$ cat src/rtl/csi2_tpg_timing.sv
// csi2_tpg_timing: synthetic fv/lv/dvalid timing and multi-lane test-pattern source for the CSI-2 TX path
// Define TPG_FRAME_STAMP_EN to stamp frame_cnt_o into the first pixel of each frame.
module csi2_tpg_timing #(
  parameter int PIX_WIDTH    = 10,
  parameter int NUM_PIX_LANE = 2,
  parameter int H_ACTIVE_PIX = 1280,
  parameter int H_BLANK      = 64,
  parameter int V_ACTIVE     = 720,
  parameter int V_LEAD       = 16,
  parameter int V_TRAIL      = 16,
  parameter int V_BLANK      = 1000
) (
  input  logic                              pix_clk_i,
  input  logic                              reset_i,
  input  logic                              enable_i,
  input  logic [1:0]                        pattern_sel_i,
  output logic                              fv_o,
  output logic                              lv_o,
  output logic                              dvalid_o,
  output logic [PIX_WIDTH*NUM_PIX_LANE-1:0] pixdata_o,
  output logic                              frame_start_o,
  output logic [15:0]                       frame_cnt_o
);
  localparam int HB   = H_ACTIVE_PIX / NUM_PIX_LANE;
  localparam int M1   = V_LEAD > HB ? V_LEAD : HB;
  localparam int M2   = M1 > H_BLANK ? M1 : H_BLANK;
  localparam int M3   = M2 > V_TRAIL ? M2 : V_TRAIL;
  localparam int PMAX = M3 > V_BLANK ? M3 : V_BLANK;
  localparam int CW   = PMAX > 1 ? $clog2(PMAX) : 1;
  localparam int LW   = V_ACTIVE > 1 ? $clog2(V_ACTIVE) : 1;
  typedef enum logic [2:0] {IDLE, LEAD, ACTIVE, HBLANK, TRAIL, VBLANK} state_t;
  state_t state, nstate;
  logic [CW-1:0] cnt, ncnt;
  logic [LW-1:0] line, nline;
  logic [1:0] pat;
  logic [PIX_WIDTH*NUM_PIX_LANE-1:0] npix;
  logic start;
  function automatic logic [PIX_WIDTH-1:0] pix_val(input logic [31:0] x, input logic [31:0] y,
                                                   input logic [1:0] p);
    logic [31:0] b;
    b = x / 32'(H_ACTIVE_PIX / 8);
    return p == 2'd0 ? PIX_WIDTH'(1 << (PIX_WIDTH - 1)) :
           p == 2'd1 ? x[PIX_WIDTH-1:0] :
           p == 2'd2 ? {b[2:0], {(PIX_WIDTH-3){1'b0}}} :
                       {PIX_WIDTH{x[4] ^ y[4]}};
  endfunction
  always_comb begin
    nstate = state;
    ncnt = cnt + 1'b1;
    nline = line;
    case (state)
      IDLE: begin
        ncnt = '0;
        nstate = enable_i ? LEAD : IDLE;
      end
      LEAD: if (cnt == CW'(V_LEAD - 1)) begin
        nstate = ACTIVE;
        ncnt = '0;
        nline = '0;
      end
      ACTIVE: if (cnt == CW'(HB - 1)) begin
        nstate = HBLANK;
        ncnt = '0;
      end
      HBLANK: if (cnt == CW'(H_BLANK - 1)) begin
        nstate = line == LW'(V_ACTIVE - 1) ? TRAIL : ACTIVE;
        nline = line + 1'b1;
        ncnt = '0;
      end
      TRAIL: if (cnt == CW'(V_TRAIL - 1)) begin
        nstate = VBLANK;
        ncnt = '0;
      end
      VBLANK: if (cnt == CW'(V_BLANK - 1)) begin
        nstate = enable_i ? LEAD : IDLE;
        ncnt = '0;
      end
      default: nstate = IDLE;
    endcase
  end
  // Pixels are computed for the beat being entered so pixdata_o lines up with lv_o.
  always_comb begin
    npix = '0;
    for (int k = 0; k < NUM_PIX_LANE; k++)
      npix[k*PIX_WIDTH +: PIX_WIDTH] = pix_val(32'(ncnt) * 32'(NUM_PIX_LANE) + 32'(k), 32'(nline), pat);
`ifdef TPG_FRAME_STAMP_EN
    if (nline == '0 && ncnt == '0) npix[PIX_WIDTH-1:0] = frame_cnt_o[PIX_WIDTH-1:0];
`else
`endif
  end
  assign start = nstate == LEAD && state != LEAD;
  assign dvalid_o = lv_o;
  always_ff @(posedge pix_clk_i) begin
    if (reset_i) begin
      state <= IDLE;
      cnt <= '0;
      line <= '0;
      pat <= '0;
      fv_o <= 1'b0;
      lv_o <= 1'b0;
      pixdata_o <= '0;
      frame_start_o <= 1'b0;
      frame_cnt_o <= '0;
    end else begin
      state <= nstate;
      cnt <= ncnt;
      line <= nline;
      if (start) pat <= pattern_sel_i;
      fv_o <= nstate inside {LEAD, ACTIVE, HBLANK, TRAIL};
      lv_o <= nstate == ACTIVE;
      pixdata_o <= nstate == ACTIVE ? npix : '0;
      frame_start_o <= start;
      if (nstate == VBLANK && state == TRAIL) frame_cnt_o <= frame_cnt_o + 1'b1;
    end
  end
endmodule
$ cat config.mk
export PLATFORM = sky130hd
export DESIGN_NAME = csi2_tpg_timing
export DESIGN_NICKNAME = d
export VERILOG_FILES = /design/src/rtl/csi2_tpg_timing.sv
export SDC_FILE = /design/constraint.sdc
export NUM_CORES = 1
export LEC_CHECK = 0
export BUFFER_PORTS_ARGS = -buffer_cell sky130_fd_sc_hd__buf_2
export CAP_MARGIN = 25
export CORE_MARGIN = 4
export CORE_UTILIZATION = 54
export CTS_BUF_LIST = sky130_fd_sc_hd__clkbuf_8
export CTS_CLUSTER_DIAMETER = 200
export CTS_CLUSTER_SIZE = 10
export DETAILED_ROUTE_END_ITERATION = 6
export GPL_TIMING_DRIVEN = 0
export PLACE_DENSITY_LB_ADDON = 0.12
export SLEW_MARGIN = 25
export SYNTH_ARGS = -nofsm -noshare
export SYNTH_HDL_FRONTEND = slang
export SYNTH_SLANG_ARGS = --single-unit
export TNS_END_PERCENT = 100
$ cat constraint.sdc
create_clock -name pix_clk_i -period 3.41 [get_ports pix_clk_i]
set_input_delay 0.682 -clock pix_clk_i [delete_from_list [all_inputs] [get_ports pix_clk_i]]
set_output_delay 0.682 -clock pix_clk_i [all_outputs]
set_load 0.02 [all_outputs]
======== Word level (Yosys, flattened, before mapping) ========
Index checks and enable logic that the tools add are counted.
cells by class
  $add $sub $neg .......................... 4
  multipliers ............................. 0
  divide/modulo/power cells ............... 2
  magnitude comparators ................... 0
  equal/unequal tests ..................... 20
  shift-type cells ........................ 0
  muxes and demuxes ....................... 22
  bitwise logic cells ..................... 3
  reductions and logical operators ........ 11
operator list
  kind                     number
  $mux W10                 12
  $pmux W10 S5             1
  $div A11 B8 Y32 const B  1
  $div A32 B8 Y32 const B  1
  $eq A10 B10 Y1 const B   3
  $add A10 B1 Y10 const B  2
  $pmux W10 S2             1
  $mux W3                  6
  $pmux W3 S6              1
  $add A16 B1 Y16 const B  1
  $add A11 B1 Y12 const B  1
  $eq A3 B2 Y1 const B     4
  $eq A3 B3 Y1 const B     4
  $eq A10 B4 Y1 const B    1
  $eq A10 B6 Y1 const B    1
  $eq A3 B1 Y1 const B     2
  $reduce_or A5 Y1         1
  $ne A2 B2 Y1 const B     2
  $reduce_bool A4 Y1       1
  $reduce_or A2 Y1         2
  $logic_not A3 Y1         1
  $ne A3 B1 Y1 const B     1
  $reduce_and A3 Y1        1
  $reduce_or A3 Y1         1
  8 further kinds          10
word-level totals
  bits in registers ....................... 64
  bits in latches ......................... 0
  memory bits (writable) .................. 0
  memory bits (read-only) ................. 0
  bits of input ports ..................... 5
  word-level logic and storage cells ...... 74
  memories ................................ 0

======== Logic depth before layout (Yosys ltp) ========
Gate-level depths: netlist (run 1).
  depth in word-level cells ............... 8
  mapped depth ............................ 15

======== Worst setup path before layout (run 1) ========
No wires, ideal clock.
  kind .................................... flip-flop to flip-flop
  from .................................... register cnt[0]
  to ...................................... register pixdata_o[17]
  arrival ................................. 3529 ps
  required time ........................... 3336 ps
  setup slack ............................. -193 ps
  cell stages (with the launch flop) ...... 15
  buffers on the path ..................... 1
  period minus slack after synthesis ...... 3603 ps
  path through ............................ dfxtp_1 ha_1 nand4b_1 o31ai_1 o211ai_2 nor2_1 buf_2 a21oi_1 ha_1 a2111oi_4 a2bb2oi_2 and3_1 o31ai_2 o32ai_2 a31oi_1
on the way
  cells in the longest elaborated chain, start to end .. 7
  elaborated cells on any way between the ends .. 27
ends and longest elaborated chain
  element                                           line    text
  start, declared                                   33      logic [CW-1:0] cnt, ncnt;
  start signal, assigned                            106     cnt <= ncnt;
  $add A10 B1 Y10 (tied with other cells)           49      ncnt = cnt + 1'b1;
  $mux W10, on equally long branches                --
  $pmux W10 S5                                      51      case (state)
  $add A11 B1 Y12                                   85      npix[k*PIX_WIDTH +: PIX_WIDTH] = pix_val(32'(ncnt) * 32'(NUM_PIX_LANE) + 32'(k), 32'(nline), pat);
  $div A32 B8 Y32 or $xor A1 B1 Y1 (tied branches)  41, 45
  $mux W10                                          44      p == 2'd2 ? {b[2:0], {(PIX_WIDTH-3){1'b0}}} :
  $mux W10                                          43      p == 2'd1 ? x[PIX_WIDTH-1:0] :
  end signal, assigned                              111     pixdata_o <= nstate == ACTIVE ? npix : '0;
  end, declared                                     20      output logic [PIX_WIDTH*NUM_PIX_LANE-1:0] pixdata_o,
Several ways; a longest one is shown, not always the timed one. The select of a mux whose other input is x is not followed.
A chain may end at the register's enable or synchronous reset.

======== Final worst setup path (run 1) ========
  from .................................... register cnt[8]
  to ...................................... register pixdata_o[7]
on the way
  cells in the longest elaborated chain, start to end .. 6
  elaborated cells on any way between the ends .. 26
ends and longest elaborated chain
  element                                       line  text
  $add A10 B1 Y10 (tied with other cells)       49
  $mux W10 (tied with other cells)              74    VBLANK: if (cnt == CW'(V_BLANK - 1)) begin
  $pmux W10 S5 (tied with other cells)          51
  $div A11 B8 Y32 (tied with other cells)       41    b = x / 32'(H_ACTIVE_PIX / 8);
  $mux W10 or $not A1 Y1 (tied branches)        --
  $mux W10 or $reduce_or A3 Y1 (tied branches)  --
Several ways; a longest one is shown, not always the timed one. The select of a mux whose other input is x is not followed.

==> results.json, run 1 <==
{
  "cts_made_buffers": 9,
  "h-tree-depth": 3,
  "end_kind": "register",
  "worstMarginPinSlew_ns": 0.678,
  "io_buffers": 43,
  "multiInputGateArea_mm2": 0.00211,
  "cts_max_path_buffers": 2,
  "grt_pass1_wl_um": 13600,
  "regArea_mm2": 0.00117,
  "nets": 462,
  "die_w_um": 84.8,
  "dp_cells": 495,
  "comb_power_share_pct": 5.5,
  "synth_edf_count": 0,
  "avgRoutedWirePerCell_um": 16.6,
  "io_pins": 45,
  "mostFrequentLayoutCell": "dfxtp_1",
  "placed_area_mm2": 0.00354,
  "drt_wl_total_um": 8810,
  "path_delay_family": "simple AND/OR/NAND/NOR gates",
  "grt_pass1_vias": 2852,
  "drtIter0Drc": 198,
  "internal_power_mw": 1.06,
  "pwr-share-clk_pct": 45.2,
  "dp_hpwl_um": 5710,
  "place_congestion": 0.929,
  "async_flop_share_pct": 0,
  "report.final.hold_viol_count": 0,
  "power_density_mw_per_mm2": 341,
  "seq_area_frac_synth_pct": 36.5,
  "cp_common_cell": "or4_4",
  "ff2ff_setup_slack_ns": 0.10,
  "ys_warn_count": 0,
  "fin_crit_ns": 3.31,
  "antenna_found_initial": 0,
  "skew_ns": 0.0130,
  "crit_chain": "or4_4, nor4_4, nor3b_2, nor2_4, buf_6, a21oi_4, ha_4, buf_4, or4_4, o2111ai_2, a2111oi_4, o32ai_2, a31oi_1",
  "total_power_mw": 1.40,
  "setup-violations-final": 0,
  "drc": 0,
  "startpoint_type": "register",
  "max_stage_delay_ns": 0.59,
  "rows": 27,
  "stdcell_count": 530,
  "power.switching_mw": 0.338,
  "ir_worst_vdd_uv": 279,
  "status": "complete, no violations",
  "cp.arrival_ns": 3.54,
  "seqPwrFrac_pct": 49.3,
  "critical-path-slowest-cell": "or4_4",
  "viasPerCell": 5.94,
  "hp-class": "reg2reg",
  "grt_overflow": 0,
  "first_pass_iters": 4,
  "clk-insertion-delay-late_ns": 0.35,
  "path_buf_inv": 2,
  "synth_nets": 389,
  "drive_gt1_share_pct": 31.0,
  "worst_slack_ns": 0.101,
  "grt_util_all_layers_pct": 23.4,
  "p_leak_nw": 1.59,
  "criticalPathCategory": "reg2reg",
  "cap_violations": 0,
  "path_max_fanout": 8,
  "netlist_instances": 380,
  "drv_slew": 0,
  "final_cell_mix": "52 x dfxtp_1, 46 x buf_2, 45 x nor2_1",
  "grt_max_degree": 11,
  "ys_ff_latch": 58,
  "synth_flop_cell": "dfxtp_1",
  "core_mm2": 0.00561,
  "relSlewSlack_pct": 54.4,
  "post-place-ws_ns": -0.511,
  "die_y_um": 84.8,
  "cts_tree": "yes",
  "swShare_pct": 24.1,
  "area_growth_pct": 29.0,
  "design.die.area_mm2": 0.00718,
  "setup_tns_ns": 0,
  "initial_core_util_pct": 56.7,
  "yosys.cell_types.count": 65,
  "max_freq_ghz": 0.302,
  "syn_avg_cell_area_um2": 8.37,
  "clkTransAtPathRegs_ns": 0.07,
  "cp.required_ns": 3.64,
  "final_area_mm2": 0.00411,
  "final.period_utilization_pct": 97.0,
  "clock-sinks": 58,
  "n_fill_cell": 444,
  "clockRootBuffer": "clkbuf_8",
  "num_vias": 3147,
  "n_antenna_cell": 0,
  "synth_area_mm2": 0.00318,
  "drtAntennaViolNets": 0
}
==> flip-flops by register name, indices dropped and copies added, names as in the netlist <==
signal,count
pat,2
fv_o,1
dvalid_o,1
pixdata_o,14
frame_cnt_o,16
state,3
cnt,10
frame_start_o,1
line,10
==> cells by family (layout without fill, tap and decap cells) <==
group	after synthesis	after routing	synth area share, %
and+or+nand+nor	169	169	28.2
AOI/OAI and AO/OA	86	87	19.7
DFF	58	58	36.5
buffers and inverters	33	110	5.31
xor gates and xnor gates	22	22	6.06
muxes	8	8	2.67
adders and majority gates	4	4	1.57
==> power by group through the flow <==
stage	combinational (mW)	sequential, mW	clock [mW]
detailed placement	0.0633	0.706	0
CTS	0.0674	0.691	0.643
finish	0.0769	0.691	0.633
global placement	0.0629	0.706	0
global route	0.0834	0.692	0.675
floorplan	0.0439	0.707	0
==> metal layers <==
metal | part of all wire, % | GRT usage, % | vias up
met2 | 51 | 38.6 | 102
li1 | - | - | 1527
met5 | 0 | 0 | -
met4 | 3.0 | 10.5 | 0
met1 | 41 | 29.1 | 1493
met3 | 5.1 | 5.50 | 25
==> cell type report <==
cell class | instances | area share, %
plain buffers | 23 | 3.47
clock buffers | 10 | 3.35
clock inverters | 6 | 1.40
inverters | 8 | 0.731
multi-input cells | 290 | 51.4
flip-flops and latches | 58 | 28.6
well taps | 72 | 2.19
repair buffers | 63 | 8.84
==> through the flow <==
stage / hold WS [ns] / util (%)
after floorplan: 0.459 / -
after global placement: 0.480 / 63.1
after detailed placement: 0.488 / 63.1
after CTS: 0.472 / 69.9
after global routing: 0.493 / 73.2
final: 0.481 / 73.2
==> synthesized netlist by cell type, types with 4 or more instances <==
cell	number	area, um^2
dfxtp_1	58	1160
nor2_1	48	180
nand2_1	31	116
a21oi_1	27	135
xor2_1	16	140
o21ai_0	15	75.1
nand3_1	13	65.1
nor3_1	13	65.1
clkbuf_1	9	33.8
buf_4	8	60.1
inv_1	8	30.0
nand4_1	8	50.1
or3_1	7	43.8
buf_2	6	30.0
nor4_1	6	37.5
xnor2_1	6	52.6
a211oi_1	5	37.5
a31oi_1	4	25.0
and3_1	4	25.0
and3b_1	4	35.0
ha_1	4	50.1
mux2_2	4	45.0
mux2i_1	4	40.0
==> path summary, 6_finish.rpt <==
kind,endpoint,depth (start not counted),startpoint
min reg2reg,cnt[0],1,cnt[0]
max,pixdata_o[7],13,cnt[8]
min,cnt[0],1,cnt[0]
max reg2reg,pixdata_o[7],13,cnt[8]
==> timing repair <==
| item | CTS | global route |
|---|---|---|
| buffers inserted | 9 | 10 |
| endpoints found under the hold margin | 0 | 0 |
| hold buffers | 0 | 0 |
| endpoints found under the setup margin | 6 | 4 |
| gates resized for setup | 20 | 24 |
| gates cloned | 1 | 0 |
| pin swaps | 10 | 15 |
(Power assumes the default switching activity.)
==> run 2: changes to the inputs <==
--- a/config.mk
+++ b/config.mk
@@ -15,6 +15,7 @@
 export DETAILED_ROUTE_END_ITERATION = 6
 export GPL_TIMING_DRIVEN = 0
 export PLACE_DENSITY_LB_ADDON = 0.12
+export RECOVER_POWER = 25
 export SLEW_MARGIN = 25
 export SYNTH_ARGS = -nofsm -noshare
 export SYNTH_HDL_FRONTEND = slang
==> run 2 against run 1 <==
Sequential share of layout area up 0.20 points. Design area down 0.70%. Clock power about the same. Count of clock-buffer cells in the layout did not move. Wire length is essentially flat. Worst hold slack got worse by 0.0011 ns. Die area is the same. Setup slack worse by 0.016 ns. Register-to-register slack lost 0.02 ns. First-iteration DRC count is 8.1% higher. Global-route usage is the same. Critical path type unchanged.
==> results.json, run 2 (synthesized netlist as in run 1, its figures left out) <==
{
  "post-place-ws_ns": -0.511,
  "grt_util_all_layers_pct": 23.4,
  "core_mm2": 0.00561,
  "power_density_mw_per_mm2": 344,
  "cp.arrival_ns": 3.56,
  "p_leak_nw": 1.49,
  "place_congestion": 0.929,
  "stdcell_count": 530,
  "h-tree-depth": 3,
  "dp_hpwl_um": 5710,
  "worstMarginPinSlew_ns": 0.688,
  "status": "complete, no violations",
  "path_delay_family": "simple AND/OR/NAND/NOR gates",
  "criticalPathCategory": "reg2reg",
  "clockRootBuffer": "clkbuf_8",
  "initial_core_util_pct": 56.7,
  "placed_area_mm2": 0.00354,
  "whs_endpoint": "cnt[0]",
  "io_pins": 45,
  "drc": 0,
  "whs_path_depth": 1,
  "ff2ff_setup_slack_ns": 0.08,
  "ff2ff_path_depth": 13,
  "rows": 27,
  "comb_power_share_pct": 5.4,
  "max_freq_ghz": 0.301,
  "report.final.hold_viol_count": 0,
  "final.period_utilization_pct": 97.5,
  "r2r_end": "pixdata_o[7]",
  "mostFrequentLayoutCell": "dfxtp_1",
  "design.die.area_mm2": 0.00718,
  "n_antenna_cell": 0,
  "clk-insertion-delay-late_ns": 0.35,
  "drtIter0Drc": 214,
  "grt_max_degree": 11,
  "path_buf_inv": 2,
  "final_area_mm2": 0.00408,
  "pwr-share-clk_pct": 45.2,
  "cts_max_path_buffers": 2,
  "grt_overflow": 0,
  "cts_tree": "yes",
  "antenna_found_initial": 0,
  "seqPwrFrac_pct": 49.3,
  "viasPerCell": 5.95,
  "area_growth_pct": 28.1,
  "path_max_fanout": 8,
  "cp_common_cell": "or4_4",
  "grt_pass1_vias": 2852,
  "io_buffers": 43,
  "cp.required_ns": 3.64,
  "drtAntennaViolNets": 0,
  "power.switching_mw": 0.339,
  "cts_made_buffers": 9,
  "crit_chain": "or4_4, nor4_4, nor3b_2, nor2_4, buf_6, a21oi_4, ha_4, buf_4, or4_4, o2111ai_2, a2111oi_4, o32ai_2, a31oi_1",
  "cap_violations": 0,
  "relSlewSlack_pct": 53.7,
  "max_stage_delay_ns": 0.59,
  "max_flop_register": "frame_cnt_o",
  "reg2reg_from": "cnt[8]",
  "internal_power_mw": 1.06,
  "hold_slack_ns": 0.480,
  "top_regs": "frame_cnt_o: 16 flops, pixdata_o: 14 flops",
  "startpoint_type": "register",
  "largest_register_ffs": 16,
  "critical-path-slowest-cell": "or4_4",
  "setup-violations-final": 0,
  "final_cell_mix": "52 x dfxtp_1, 45 x nor2_1, 31 x nand2_1",
  "hp-class": "reg2reg",
  "swShare_pct": 24.2,
  "clkTransAtPathRegs_ns": 0.07,
  "drv_slew": 0,
  "first_pass_iters": 4,
  "nets": 462,
  "drive_gt1_share_pct": 26.0,
  "grt_pass1_wl_um": 13600,
  "num_vias": 3152,
  "ir_worst_vdd_uv": 280,
  "die_w_um": 84.8,
  "die_y_um": 84.8,
  "fin_crit_ns": 3.33,
  "drt_wl_total_um": 8810,
  "setup_tns_ns": 0,
  "avgRoutedWirePerCell_um": 16.6,
  "skew_ns": 0.0133,
  "end_kind": "register",
  "worstHoldStart": "cnt[0]",
  "dp_cells": 495,
  "clock-sinks": 58,
  "worst_slack_ns": 0.0844
}
run 2: cell count changes in the layout (fill, tap and decap cells not counted):
cell      before  now
buf_2         46   23
clkbuf_1       7   30
run 2: final cells by class:
cell class                      instances  area, um^2
Timing Repair Buffer                   63         334
Clock inverter                          6        57.6
Tap cell                               72        90.1
Multi-Input combinational cell        290        2110
Sequential cell                        58        1170
Buffer                                 23         143
Clock buffer                           10         138
Fill cell                             463        1530
Inverter                                8        30.0
run 2: routing by layer:
layer	share of wire [%]	vias up	global-route usage, %	routed length [um]
li1	-	1528	-	-
met1	42	1495	29.1	3660
met2	50	100	38.6	4420
met3	5.0	29	5.50	438
met4	3.2	0	10.5	283
met5	0	-	0	0
run 2: worst reg2reg max path, delay by kind of cell, from the launching register on:
| kind | cells | cell delay, ns |
|---|---|---|
| AND/OR/NAND/NOR | 5 | 1.64 |
| AO/OA/AOI/OAI | 5 | 0.66 |
| flip-flops | 1 | 0.37 |
| buffers and inverters | 2 | 0.27 |
| adder cells (fa/ha/maj) | 1 | 0.27 |
run 2: worst max path at each step:
stage / from / endpoint / slack, ns / depth (start not counted)
CTS: cnt[7] / pixdata_o[7] / 0.005 / 14
floorplan: cnt[8] / pixdata_o[17] / 0.02 / 12
global route: cnt[8] / pixdata_o[7] / -0.02 / 13
detailed placement: cnt[0] / pixdata_o[7] / -0.51 / 14
global placement: cnt[0] / pixdata_o[7] / -0.41 / 14
finish: cnt[8] / pixdata_o[7] / 0.08 / 13
run 2: timing repair:
action,in CTS,in global routing
resized for setup,20,24
endpoints found under the setup margin,6,4
pin swaps,10,15
buffers inserted,9,10
hold buffers,0,0
cloned,1,0
run 2: per-stage QoR:
step	power, mW	util [%]
final	1.40	72.7
after global routing	1.45	72.7
after CTS	1.40	69.9
after detailed placement	0.769	63.1
after global placement	0.769	63.1
after floorplan	0.750	-
run 2: power groups by stage:
stage | clock network (mW) | logic, mW | registers [mW]
after floorplan | 0 | 0.0439 | 0.707
after global placement | 0 | 0.0629 | 0.706
after detailed placement | 0 | 0.0633 | 0.706
after CTS | 0.643 | 0.0674 | 0.691
after global routing | 0.675 | 0.0828 | 0.692
final | 0.634 | 0.0763 | 0.691
==> run 3: changes to the inputs <==
--- a/config.mk
+++ b/config.mk
@@ -7,6 +7,7 @@
 export LEC_CHECK = 0
 export BUFFER_PORTS_ARGS = -buffer_cell sky130_fd_sc_hd__buf_2
 export CAP_MARGIN = 25
+export CORE_ASPECT_RATIO = 0.6
 export CORE_MARGIN = 4
 export CORE_UTILIZATION = 54
 export CTS_BUF_LIST = sky130_fd_sc_hd__clkbuf_8
==> run 3 against run 2 <==
First-iteration DRC count is 41% higher. Largest power group is now clock. Largest cell class unchanged. Worst hold slack better by 0.017 ns. Clock power grew 12%.
==> results.json, run 3 (synthesized netlist as in run 1, its figures left out) <==
{
  "status": "complete, no violations",
  "drv_slew": 0,
  "dp_cells": 503,
  "design.die.area_mm2": 0.00722,
  "grt_max_degree": 11,
  "dp_hpwl_um": 6040,
  "max_flop_register": "frame_cnt_o",
  "p_leak_nw": 1.47,
  "ir_worst_vdd_uv": 285,
  "clockRootBuffer": "clkbuf_8",
  "cp.required_ns": 3.62,
  "drc": 0,
  "grt_pass1_wl_um": 14100,
  "worstHoldStart": "line[7]",
  "criticalPathCategory": "reg2reg",
  "final_cell_mix": "54 x dfxtp_1, 45 x nor2_1, 32 x clkbuf_1",
  "utilization_pct": 71.6,
  "n_antenna_cell": 0,
  "setup-violations-final": 0,
  "nets": 459,
  "placed_area_mm2": 0.00355,
  "stdcell_count": 535,
  "r2r_end": "pixdata_o[18]",
  "end_kind": "register",
  "core_mm2": 0.00565,
  "cts_made_buffers": 9,
  "first_pass_iters": 5,
  "initial_core_util_pct": 56.3,
  "die_w_um": 107,
  "num_vias": 3158,
  "ff2ff_path_depth": 12,
  "total_power_mw": 1.47,
  "relSlewSlack_pct": 49.9,
  "rsz0062_at_grt": "true",
  "worstSetupStartpoint": "cnt[6]",
  "die_y_um": 67.5,
  "worst_slack_ns": 0.0403,
  "path_max_fanout": 7,
  "skew_ns": 0.00640,
  "rows": 21,
  "cts_tree": "yes",
  "endpoint": "pixdata_o[18]",
  "place_congestion": 0.937,
  "cap_violations": 0,
  "drive_gt1_share_pct": 24.2,
  "grt_pass1_vias": 2851,
  "antenna_found_initial": 0,
  "hold_slack_ns": 0.498,
  "post-place-ws_ns": -0.557,
  "largest_register_ffs": 16,
  "viasPerCell": 5.90,
  "fin_crit_ns": 3.37,
  "report.final.hold_viol_count": 0,
  "cts_max_path_buffers": 2,
  "clk-insertion-delay-late_ns": 0.34,
  "drtAntennaViolNets": 0,
  "power_density_mw_per_mm2": 364,
  "reg2reg_from": "cnt[6]",
  "cp.arrival_ns": 3.58,
  "io_pins": 45,
  "grt_overflow": 0,
  "final_area_mm2": 0.00405,
  "drt_wl_total_um": 8970,
  "max_freq_ghz": 0.297,
  "grt_util_all_layers_pct": 25.5,
  "area_growth_pct": 27.2,
  "hp-class": "reg2reg",
  "io_buffers": 43,
  "startpoint_type": "register",
  "final.period_utilization_pct": 98.8,
  "mostFrequentLayoutCell": "dfxtp_1",
  "clkTransAtPathRegs_ns": 0.07,
  "clock-sinks": 58,
  "top_regs": "frame_cnt_o: 16 flops, pixdata_o: 14 flops",
  "drtIter0Drc": 301,
  "setup_tns_ns": 0,
  "h-tree-depth": 3,
  "ff2ff_setup_slack_ns": 0.04,
  "worstMarginPinSlew_ns": 0.745,
  "avgRoutedWirePerCell_um": 16.8,
  "postCtsHoldBufs": 0
}
## run 3: changes by cell type in the layout (fill, tap and decap cells not counted), moves of 2 or more
cell and change:
clkinv_2 -3, buf_4 -2, dfxtp_1 +2, o21ai_0 -2, clkinvlp_4 +2, clkbuf_1 +2, buf_2 -2, o21ai_1 +2
## run 3: metal layers
layer / track usage, % / up-vias / routed length (um)
met5: 0 / - / 0
met4: 8.29 / 0 / 224
met3: 8.98 / 29 / 760
met2: 36.5 / 131 / 3800
met1: 35.7 / 1481 / 4180
li1: - / 1517 / -
## run 3: how the worst min path moves through the flow
stage / end / slack [ns] / cells after the start
after CTS: cnt[0] / 0.48 / 1
after global routing: line[7] / 0.52 / 1
after global placement: line[7] / 0.48 / 1
after floorplan: line[7] / 0.46 / 1
after detailed placement: line[7] / 0.48 / 1
final: line[7] / 0.50 / 1
## run 3: worst max-delay path, cell delays in order, from the launching register on
cell	delay, ns
dfxtp_4	0.37
or4_4	0.58
o31ai_4	0.26
o211ai_2	0.15
nor2_2	0.18
buf_6	0.14
a21oi_2	0.05
ha_4	0.26
or4_4	0.54
o2111ai_2	0.09
a2111oi_2	0.13
nor3_1	0.34
a21oi_1	0.15
## run 3: area by class of cell
class / instances / area, um^2
multi-input cells: 290 / 2070
fillers: 455 / 1600
flip-flops and latches: 58 / 1170
repair buffers: 59 / 307
plain buffers: 24 / 151
clock buffers: 10 / 138
well taps: 80 / 100
clock inverters: 6 / 82.6
inverters: 8 / 30.0
## run 3: repair_timing
item / in CTS / in global routing
setup buffers: 14 / 2
gates resized for setup: 17 / 21
endpoints found under the setup margin: 6 / 6
pin swaps: 15 / 4
cloned: 1 / 0
## run 3: power breakdown
| group | leakage, nW | internal (mW) | switching (mW) |
|---|---|---|---|
| clock | 0.111 | 0.426 | 0.281 |
| combinational | 0.893 | 0.0247 | 0.0477 |
| sequential | 0.470 | 0.683 | 0.00931 |
